--- config.mk ---
export PLATFORM = sky130hd
export DESIGN_NAME = vga_sync_gen
export DESIGN_NICKNAME = d
export VERILOG_FILES = /design/src/rtl/vga_sync_gen.sv
export SDC_FILE = /design/constraint.sdc
export NUM_CORES = 1
export LEC_CHECK = 0
export ABC_CLOCK_PERIOD_IN_PS = 3300
export CAP_MARGIN = 20
export CORE_ASPECT_RATIO = 1.1
export CORE_MARGIN = 4
export CORE_UTILIZATION = 32
export CTS_CLUSTER_DIAMETER = 150
export CTS_CLUSTER_SIZE = 16
export DETAILED_ROUTE_END_ITERATION = 7
export SLEW_MARGIN = 40
export SYNTH_ARGS = -nofsm -noshare
export SYNTH_HDL_FRONTEND = slang
export SYNTH_SLANG_ARGS = --single-unit
--- constraint.sdc ---
create_clock -name clk -period 3.3 [get_ports clk]
set_input_delay 0.66 -clock clk [delete_from_list [all_inputs] [get_ports clk]]
set_output_delay 0.66 -clock clk [all_outputs]
set_load 0.005 [all_outputs]
--- src/rtl/vga_sync_gen.sv ---
// Raster timing generator: pixel-rate enable, x/y counters, registered HSYNC/VSYNC/video_on.
// Optional macro VGA_FRAME_TICK_EN enables the registered frame_tick strobe; otherwise it is tied to 0.
module vga_sync_gen #(
   parameter int CLK_DIV = 4,
   parameter int H_DISP  = 640,
   parameter int H_FP    = 16,
   parameter int H_SYNC  = 96,
   parameter int H_BP    = 48,
   parameter int V_DISP  = 480,
   parameter int V_FP    = 10,
   parameter int V_SYNC  = 2,
   parameter int V_BP    = 33
) (
   input  logic       clk,
   input  logic       rst_n,
   output logic       p_tick,
   output logic [9:0] x,
   output logic [9:0] y,
   output logic       hsync,
   output logic       vsync,
   output logic       video_on,
   output logic       frame_tick
);

   localparam int H_TOTAL = H_DISP + H_FP + H_SYNC + H_BP;
   localparam int V_TOTAL = V_DISP + V_FP + V_SYNC + V_BP;
   localparam int DIV_W   = $clog2(CLK_DIV);

   localparam logic [DIV_W-1:0] DIV_LAST = DIV_W'(CLK_DIV - 1);
   localparam logic [9:0] H_LAST   = 10'(H_TOTAL - 1);
   localparam logic [9:0] V_LAST   = 10'(V_TOTAL - 1);
   localparam logic [9:0] HS_FIRST = 10'(H_DISP + H_FP);
   localparam logic [9:0] HS_LAST  = 10'(H_DISP + H_FP + H_SYNC - 1);
   localparam logic [9:0] VS_FIRST = 10'(V_DISP + V_FP);
   localparam logic [9:0] VS_LAST  = 10'(V_DISP + V_FP + V_SYNC - 1);
   localparam logic [9:0] H_VIS    = 10'(H_DISP);
   localparam logic [9:0] V_VIS    = 10'(V_DISP);

   logic [DIV_W-1:0] div_q, div_d;
   logic [9:0]       x_q, x_d;
   logic [9:0]       y_q, y_d;
   logic             p_tick_q;
   logic             hsync_q, hsync_d;
   logic             vsync_q, vsync_d;
   logic             video_on_q, video_on_d;
   logic             pix_adv;

   assign pix_adv = (div_q == DIV_LAST);

   always_comb begin
      div_d = pix_adv ? '0 : div_q + 1'b1;
   end

   always_comb begin
      x_d = x_q;
      y_d = y_q;
      if (pix_adv) begin
         if (x_q == H_LAST) begin
            x_d = '0;
            y_d = (y_q == V_LAST) ? '0 : y_q + 10'd1;
         end else begin
            x_d = x_q + 10'd1;
         end
      end
   end

   // Decode from next-state coordinates so sync/blank switch on the same edge as x/y.
   always_comb begin
      hsync_d    = !((x_d >= HS_FIRST) && (x_d <= HS_LAST));
      vsync_d    = !((y_d >= VS_FIRST) && (y_d <= VS_LAST));
      video_on_d = (x_d < H_VIS) && (y_d < V_VIS);
   end

   always_ff @(posedge clk) begin
      if (!rst_n) begin
         div_q      <= '0;
         x_q        <= '0;
         y_q        <= '0;
         p_tick_q   <= 1'b0;
         hsync_q    <= 1'b1;
         vsync_q    <= 1'b1;
         video_on_q <= 1'b1;
      end else begin
         div_q      <= div_d;
         x_q        <= x_d;
         y_q        <= y_d;
         p_tick_q   <= pix_adv;
         hsync_q    <= hsync_d;
         vsync_q    <= vsync_d;
         video_on_q <= video_on_d;
      end
   end

`ifdef VGA_FRAME_TICK_EN
   logic frame_tick_q, frame_tick_d;

   always_comb begin
      frame_tick_d = pix_adv && (x_q == H_LAST) && (y_q == V_LAST);
   end

   always_ff @(posedge clk) begin
      if (!rst_n) begin
         frame_tick_q <= 1'b0;
      end else begin
         frame_tick_q <= frame_tick_d;
      end
   end

   assign frame_tick = frame_tick_q;
`else
   assign frame_tick = 1'b0;
`endif

   assign p_tick   = p_tick_q;
   assign x        = x_q;
   assign y        = y_q;
   assign hsync    = hsync_q;
   assign vsync    = vsync_q;
   assign video_on = video_on_q;

endmodule

==> impl_metrics.yaml, run 1 <==
clock_tree:
  cts-buffers-inserted: 3
  cts.root.buffer_cell: "sky130_fd_sc_hd__clkbuf_8"
  postCtsHoldBufs: 0
  cts.sinks: 26
  clk-insertion-delay-late_ps: 270
  cts.path.max_buffers: 2
  post_cts_resize_count: 0
  tritoncts_clock_tree: "yes"
  htree_num_levels: 1
  cts_setup_buffers: 0
  cts.clk_slew.worst_paths_ps: 90
final_layout:
  register_area_sq_um: 520
  layout-drive-gt1-share: 0.0437
  layout_cell_area_excl_fill_sq_um: 1820
  insertedDiodeCount: 0
  multi_input_comb_area_sq_um: 858
  fin_util: 0.412
  num-nets-final: 213
  fillerInstances: 449
  layout-area-overhead-vs-synth_pct: 21.8
yosys:
  yosys.cell_types.count: 48
  synth_ff_type: "sky130_fd_sc_hd__dfxtp_1"
  async_flop_share: 0
  mappedNetlistArea_sq_um: 1490
  synth.yosys.warnings: 0
  count_of_flip_flops_with_a_built_in_enable_after_synthesis: 0
  synthesis.instances: 190
  synth.yosys.seq_area_share: 0.349
  total_nets_after_synthesis: 196
  post_synth.cell_area_avg_sq_um: 7.85
  flip_flop_and_latch_count_after_synthesis: 26
drt:
  drc: 0
  routed_wire_length_per_instance_microns: 13.2
  detail_route.first_pass.iterations: 4
  routed-via-count: 1388
  wirelength_microns: 3420
  final_antenna_net_count: 0
  detail_route.vias_per_cell: 5.34
  first_iter_violations: 105
worst_setup_path:
  worstRegToRegCells: 7
  cp.arrival_ps: 2580
  worst_setup_path_start_kind: "flop"
  worst-setup-path-type: "reg2reg"
  critical_path.max_fanout: 13
  worst-endpoint-required_ps: 3470
  setup.worst_path.end_class: "flop"
floorplan:
  start_util: 0.338
  horiz_die_dim_microns: 73.1
  core_region_area_sq_um: 4410
  floorplan.die_area_sq_um: 5820
  row_count: 25
  die_h_microns: 79.6
  top_level_pins: 27
timing:
  final_max_slew_viol_count: 0
  final_critical_period_ps: 2410
  fmax_mhz: 415
  fin_tns_setup_ps: 0
  grt_setup_unrepaired: "false"
  setup_viol: 0
  layout_skew_ps: 6.06
  final_hold_viol_count: 0
  post-route-period-util: 0.731
power:
  peakVddDrop_uv: 192
  total_leakage_power_uw: 0.000624
  pwr_density_cell_nw_per_um2: 333
grt:
  grt.total_usage: 0.123
  via_count_of_the_first_global_routing_pass: 1269
  grt_overflow: 0
  grt_antenna_before_repair: 0
  grt_max_degree: 16
  wire_length_of_the_first_global_routing_pass_microns: 5840
placed_design:
  portBuffers: 25
  detailedPlacementHpwl_microns: 2470
  place_congestion: 0.758
  placedInstanceArea_sq_um: 1750
min_path:
  min_delay_path_depth: 1
  hp-class: "reg2reg"
run:
  maxCapViolCount: 0
outcome:
  status: "finished, final reports clean"
-- layout make-up --
class	instances	share of cell area
clock buffer	3	0.0227
clock inverter	1	0.0165
tap	54	0.0372
multi-input combinational	140	0.472
inverter	9	0.0186
sequential	26	0.287
timing repair buffer	27	0.146
-- Yosys cell counts, drive strengths merged, types with 2 or more instances --
cell type	instances	area, sq um
dfxtp	26	521
nor2	20	75.1
nand2	18	67.6
nand3	11	55.1
a21oi	10	50.1
buf	9	56.3
inv	9	33.8
nand4	7	43.8
o21ai	7	35.0
clkbuf	6	22.5
nor3	6	30.0
and3	5	31.3
xor2	5	43.8
ha	4	50.1
xnor2	4	35.0
or3	3	18.8
or4	3	22.5
a211o	2	17.5
a21o	2	15.0
a32oi	2	17.5
and2	2	12.5
mux2i	2	20.0
nor4	2	12.5
o211ai	2	15.0
o311ai	2	17.5
-- metrics by stage --
step | setup slack [ps] | cells | power [uW] | hold slack, ps
floorplan | 1170 | 190 | 340 | 404
global placement | 656 | 256 | 347 | 417
detailed placement | 583 | 256 | 347 | 423
CTS | 893 | 260 | 618 | 436
global route | 714 | 260 | 631 | 454
finish | 889 | 260 | 605 | 433
-- registers in the layout, indices dropped and copies added, names as in the netlist --
signal    count
div_q         2
hsync         1
p_tick        1
video_on      1
vsync         1
x            10
y            10
-- placed cells by master, fill, tap and decap left out, types with 2 or more instances in the layout --
| master | n |
|---|---|
| sky130_fd_sc_hd__nand2_1 | 18 |
| sky130_fd_sc_hd__inv_1 | 9 |
| sky130_fd_sc_hd__nand4_1 | 7 |
| sky130_fd_sc_hd__a32oi_1 | 2 |
| sky130_fd_sc_hd__a21oi_1 | 10 |
| sky130_fd_sc_hd__o211ai_1 | 2 |
| sky130_fd_sc_hd__a211o_1 | 2 |
| sky130_fd_sc_hd__or4_1 | 3 |
| sky130_fd_sc_hd__clkbuf_8 | 3 |
| sky130_fd_sc_hd__xnor2_1 | 4 |
| sky130_fd_sc_hd__o21ai_0 | 7 |
| sky130_fd_sc_hd__and3_1 | 5 |
| sky130_fd_sc_hd__or3_1 | 3 |
| sky130_fd_sc_hd__buf_4 | 2 |
| sky130_fd_sc_hd__dfxtp_1 | 26 |
| sky130_fd_sc_hd__nand3_1 | 11 |
| sky130_fd_sc_hd__ha_1 | 4 |
| sky130_fd_sc_hd__nor4_1 | 2 |
| sky130_fd_sc_hd__nor2_1 | 20 |
| sky130_fd_sc_hd__nor3_1 | 6 |
| sky130_fd_sc_hd__mux2i_1 | 2 |
| sky130_fd_sc_hd__o311ai_0 | 2 |
| sky130_fd_sc_hd__and2_1 | 2 |
| sky130_fd_sc_hd__xor2_1 | 5 |
| sky130_fd_sc_hd__a21o_1 | 2 |
| sky130_fd_sc_hd__clkdlybuf4s50_1 | 25 |
-- worst paths after layout --
kind / startpoint / slack [ps] / to
worst max-delay path: x[4]$_SDFF_PN0_ / 890 / vsync$_SDFF_PN1_
worst min-delay path: div_q[0]$_SDFF_PP0_ / 430 / div_q[0]$_SDFF_PP0_
worst max register to register: x[4]$_SDFF_PN0_ / 890 / vsync$_SDFF_PN1_
worst min register to register: div_q[0]$_SDFF_PP0_ / 430 / div_q[0]$_SDFF_PP0_
-- worst max-delay path: stages (launching register included) --
cell and delay, ps:
sky130_fd_sc_hd__dfxtp_1 540, sky130_fd_sc_hd__and4b_1 290, sky130_fd_sc_hd__nand4_1 100, sky130_fd_sc_hd__buf_4 200, sky130_fd_sc_hd__or4_1 500, sky130_fd_sc_hd__a21o_1 180
sky130_fd_sc_hd__a211o_1 270, sky130_fd_sc_hd__a211o_1 220
-- logic make-up after synthesis --
kind of cell               share of synthesized area
muxes                                         0.0134
other                                        0.00251
and+or+nand+nor                                0.299
DFF                                            0.349
adders and majority gates                     0.0336
buffers and inverters                         0.0755
AOI/OAI and AO/OA                              0.175
xor gates and xnor gates                      0.0528
-- routing by layer --
layer / GRT usage / wire length [microns] / vias up
li1: - / - / 710
met3: 0.0252 / 148 / 4
met2: 0.208 / 1650 / 26
met1: 0.156 / 1590 / 648
met4: 0.0332 / 35 / 0
met5: 0 / 0 / -
-- where the power goes --
part	switching [uW]	internal, uW	total [uW]
Combinational	10.4	8.55	18.9
Clock	104	162	266
Sequential	2.43	318	321
No activity file was read; power rests on OpenSTA's default activity.
==> run 2: changes to the inputs <==
Settings changed: ABC_CLOCK_PERIOD_IN_PS 3300 to 2500.
Clock period 3.3 ns to 2.5 ns, I/O delays scaled along.
==> impl_metrics.yaml, run 2 (synthesis gave the netlist of run 1 again) <==
final_layout:
  insertedDiodeCount: 0
  finalNonFillerCells: 270
  layout-drive-gt1-share: 0.0880
  mostFrequentLayoutCell: "sky130_fd_sc_hd__dfxtp_1"
  fin_util: 0.425
  num-nets-final: 223
  layout-area-overhead-vs-synth_pct: 25.8
  register_area_sq_um: 520
  multi_input_comb_area_sq_um: 858
  fillerInstances: 451
  most_frequent_cells_in_the_layout: "sky130_fd_sc_hd__dfxtp_1 (26), sky130_fd_sc_hd__clkdlybuf4s50_1 (25), sky130_fd_sc_hd__nor2_1 (20), sky130_fd_sc_hd__nand2_1 (18), sky130_fd_sc_hd__buf_4 (12)"
clock_tree:
  postCtsHoldBufs: 0
  tritoncts_clock_tree: "yes"
  cts.root.buffer_cell: "sky130_fd_sc_hd__clkbuf_8"
  cts.path.max_buffers: 2
  cts.clk_slew.worst_paths_ps: 90
  post_cts_resize_count: 0
  cts-buffers-inserted: 3
  clk-insertion-delay-late_ps: 270
  htree_num_levels: 1
  cts_setup_buffers: 0
  cts.sinks: 26
min_path:
  min_delay_path_depth: 1
  timing.hold.worst.start: "div_q[0]$_SDFF_PP0_"
  whs_endpoint: "div_q[0]$_SDFF_PP0_"
  hp-class: "reg2reg"
timing:
  final_hold_viol_count: 0
  setup_viol: 0
  grt_setup_unrepaired: "false"
  fmax_mhz: 444
  layout_skew_ps: 9.30
  fin_tns_setup_ps: 0
  setup_ws_ps: 249
  timing.hold.ws_ps: 449
  final_critical_period_ps: 2250
  final_max_slew_viol_count: 0
  post-route-period-util: 0.900
floorplan:
  floorplan.die_area_sq_um: 5820
  horiz_die_dim_microns: 73.1
  core_region_area_sq_um: 4410
  row_count: 25
  start_util: 0.338
  top_level_pins: 27
  die_h_microns: 79.6
placed_design:
  portBuffers: 25
  post-place-ws_ps: 272
  place_congestion: 0.757
  detailedPlacementHpwl_microns: 2610
  placed_cells: 266
drt:
  detail_route.vias_per_cell: 5.31
  first_iter_violations: 111
  routed_wire_length_per_instance_microns: 12.7
  detail_route.first_pass.iterations: 4
  wirelength_microns: 3440
  drc: 0
  final_antenna_net_count: 0
  routed-via-count: 1433
power:
  pwr_density_cell_nw_per_um2: 387
  peakVddDrop_uv: 332
  total_leakage_power_uw: 0.000668
worst_setup_path:
  rr_startpoint: "div_q[0]$_SDFF_PP0_"
  worst_setup_path_start_kind: "flop"
  timing.critical_path.cells: "ha_1 > nand2_1 > and3b_1 > o21ai_0 > a22o_1 > a211o_1 > a211o_1"
  worst-setup-path-type: "reg2reg"
  critical_path.max_fanout: 12
  worst-r2r-setup-slack_ps: 250
  timing.rr.end: "vsync$_SDFF_PN1_"
  max_stage_delay_ps: 400
  cp.arrival_ps: 2430
  setup.worst_path.end_class: "flop"
  worstRegToRegCells: 7
  worst-endpoint-required_ps: 2680
  path_common_cell: "sky130_fd_sc_hd__a211o_1"
  crit_path_top_delay_cell: "sky130_fd_sc_hd__and3b_1"
grt:
  grt_max_degree: 15
  grt_antenna_before_repair: 0
  grt.total_usage: 0.124
  via_count_of_the_first_global_routing_pass: 1280
  grt_overflow: 0
  wire_length_of_the_first_global_routing_pass_microns: 5840
outcome:
  status: "finished, final reports clean"
run:
  maxCapViolCount: 0
==> run 2: cell types whose count changed in the layout (fill, tap and decap cells not counted) <==
cell | previous run | this run
sky130_fd_sc_hd__bufinv_16 | 1 | 0
sky130_fd_sc_hd__clkbuf_8 | 3 | 4
sky130_fd_sc_hd__buf_4 | 2 | 12
==> run 2: through the flow <==
| stage | area, sq um | power [uW] |
|---|---|---|
| after floorplan | 1490 | 449 |
| after global placement | 1820 | 461 |
| after detailed placement | 1820 | 461 |
| after CTS | 1880 | 748 |
| after global routing | 1880 | 759 |
| final | 1880 | 727 |
==> run 2: metal layers <==
layer / global-route usage / wire length [microns] / vias up
li1: - / - / 731
met1: 0.147 / 1520 / 670
met2: 0.216 / 1730 / 25
met3: 0.0315 / 137 / 7
met4: 0.0369 / 47 / 0
met5: 0 / 0 / -
==> run 2: worst max-delay path by stage <==
stage	slack, ps	to	from
floorplan	370	vsync$_SDFF_PN1_	x[4]$_SDFF_PN0_
global placement	330	vsync$_SDFF_PN1_	y[0]$_SDFF_PN0_
detailed placement	270	vsync$_SDFF_PN1_	div_q[0]$_SDFF_PP0_
CTS	270	vsync$_SDFF_PN1_	div_q[0]$_SDFF_PP0_
global route	60	vsync$_SDFF_PN1_	div_q[0]$_SDFF_PP0_
finish	250	vsync$_SDFF_PN1_	div_q[0]$_SDFF_PP0_
==> run 2: where the power goes <==
part	leakage [uW]	total [uW]	internal, uW	switching [uW]
registers	0.000210	423	420	3.43
clock network	0.0000288	276	141	135
logic	0.000429	27.6	13.3	14.2
==> run 2: area by class of cell <==
cell class                      instances  share of cell area
Clock buffer                            4              0.0294
Inverter                                9              0.0180
Multi-Input combinational cell        140               0.458
Sequential cell                        26               0.278
Tap cell                               54              0.0360
Timing Repair Buffer                   37               0.181
==> run 2: worst max-delay path, delay by kind of cell, from the launching register on <==
family / cells / cell delay (ps)
DFF: 1 / 350
adders and majority gates: 1 / 380
and+or+nand+nor: 2 / 530
AOI/OAI and AO/OA: 4 / 880
==> run 3: changes to the inputs <==
Settings changed: CORE_MARGIN 4 to 2, MAX_ROUTING_LAYER set to met4.
==> impl_metrics.yaml, run 3 (synthesis gave the netlist of run 1 again) <==
final_layout:
  layout-drive-gt1-share: 0.0922
  fin_util: 0.414
  mostFrequentLayoutCell: "sky130_fd_sc_hd__dfxtp_1"
  finalNonFillerCells: 273
  fillerInstances: 479
  num-nets-final: 224
  insertedDiodeCount: 0
  most_frequent_cells_in_the_layout: "sky130_fd_sc_hd__dfxtp_1 (26), sky130_fd_sc_hd__clkdlybuf4s50_1 (25), sky130_fd_sc_hd__nor2_1 (20), sky130_fd_sc_hd__nand2_1 (18), sky130_fd_sc_hd__buf_4 (13)"
  layout-area-overhead-vs-synth_pct: 26.4
timing:
  post-route-period-util: 0.886
  layout_skew_ps: 1.78
  fmax_mhz: 451
  setup_viol: 0
  final_critical_period_ps: 2210
  grt_setup_unrepaired: "false"
  fin_tns_setup_ps: 0
  timing.hold.ws_ps: 440
  final_max_slew_viol_count: 0
  final_hold_viol_count: 0
drt:
  drc: 0
  routed-via-count: 1410
  routed_wire_length_per_instance_microns: 12.9
  wirelength_microns: 3530
  final_antenna_net_count: 0
  detail_route.vias_per_cell: 5.16
  first_iter_violations: 118
  detail_route.first_pass.iterations: 4
min_path:
  hp-class: "reg2reg"
  timing.hold.worst.start: "div_q[0]$_SDFF_PP0_"
  min_delay_path_depth: 1
clock_tree:
  clk-insertion-delay-late_ps: 270
  tritoncts_clock_tree: "yes"
  post_cts_resize_count: 0
  postCtsHoldBufs: 0
  cts.sinks: 26
  cts-buffers-inserted: 3
  cts.path.max_buffers: 2
  htree_num_levels: 1
  cts.clk_slew.worst_paths_ps: 90
  cts.root.buffer_cell: "sky130_fd_sc_hd__clkbuf_8"
  cts_setup_buffers: 0
worst_setup_path:
  crit_path_top_delay_cell: "sky130_fd_sc_hd__or4_1"
  setup.worst_path.end_class: "flop"
  cp.arrival_ps: 2390
  critical_path.max_fanout: 9
  worst_setup_path_start_kind: "flop"
  path_common_cell: "sky130_fd_sc_hd__a211o_1"
  timing.critical_path.cells: "and4bb_1 > nand4_1 > or4_1 > a21o_1 > a211o_1 > a211o_1"
  worst-endpoint-required_ps: 2670
  cp.buffers_inverters: 0
  startpoint: "x[7]$_SDFF_PN0_"
  timing.critical_path.depth: 6
  rr_startpoint: "x[7]$_SDFF_PN0_"
  max_stage_delay_ps: 530
  cp_top_family: "simple AND/OR/NAND/NOR gates"
  worst-setup-path-type: "reg2reg"
  worstRegToRegCells: 6
grt:
  via_count_of_the_first_global_routing_pass: 1282
  grt_use_met1: 0.180
  globalRoute.busiestLayer: "met2"
  globalRouteMet2Util: 0.251
  grt.total_usage: 0.148
  grt_max_degree: 15
  wire_length_of_the_first_global_routing_pass_microns: 6030
  global_route.usage.met3: 0.0198
  grt_overflow: 0
  grt_antenna_before_repair: 0
placed_design:
  placed_cells: 269
  portBuffers: 25
  place_congestion: 0.847
  detailedPlacementHpwl_microns: 2600
floorplan:
  horiz_die_dim_microns: 69.1
  die_h_microns: 75.6
  row_count: 26
  top_level_pins: 27
  start_util: 0.327
  floorplan.die_area_sq_um: 5220
  core_region_area_sq_um: 4550
run:
  maxCapViolCount: 0
power:
  peakVddDrop_uv: 165
  pwr_density_cell_nw_per_um2: 388
  total_leakage_power_uw: 0.000673
  sum_of_internal_switching_and_leakage_power_uw: 732
outcome:
  status: "finished, final reports clean"
==> run 3: cell types whose count changed in the layout (fill, tap and decap cells not counted), sizes merged <==
cell  change
buf       +1
==> run 3: cell type report <==
| type | count | area, sq um | area share |
|---|---|---|---|
| clock buffers | 4 | 55.1 | 0.0292 |
| inverters | 9 | 33.8 | 0.0179 |
| multi-input cells | 140 | 858 | 0.455 |
| flip-flops and latches | 26 | 520 | 0.276 |
| well taps | 56 | 70.1 | 0.0372 |
| repair buffers | 38 | 348 | 0.184 |
==> run 3: through the flow <==
| stage | area (sq um) | setup WS (ps) |
|---|---|---|
| 6_report | 1890 | 285 |
| 5_1_grt | 1890 | 107 |
| 4_1_cts | 1890 | 298 |
| 3_5_place_dp | 1830 | 306 |
| 3_3_place_gp | 1830 | 293 |
| 2_1_floorplan | 1490 | 367 |
==> run 3: final timing paths <==
check	endpoint	slack, ps
worst min register to register	div_q[0]$_SDFF_PP0_	440
worst min-delay path	div_q[0]$_SDFF_PP0_	440
worst max register to register	vsync$_SDFF_PN1_	290
worst max-delay path	vsync$_SDFF_PN1_	290
==> run 3: power by group <==
group / leakage, uW / internal, uW / switching (uW)
logic: 0.000434 / 14.4 / 14.2
clock network: 0.0000288 / 141 / 139
registers: 0.000210 / 420 / 3.29
total: 0.000673 / 576 / 157
==> run 3: per-layer routing <==
metal  part of all wire  up-vias  wire length [microns]
li1                   -      732                      -
met1               0.46      641                   1630
met2               0.48       32                   1700
met3              0.039        5                    137
met4              0.015        0                     54
met5                  0        -                      0
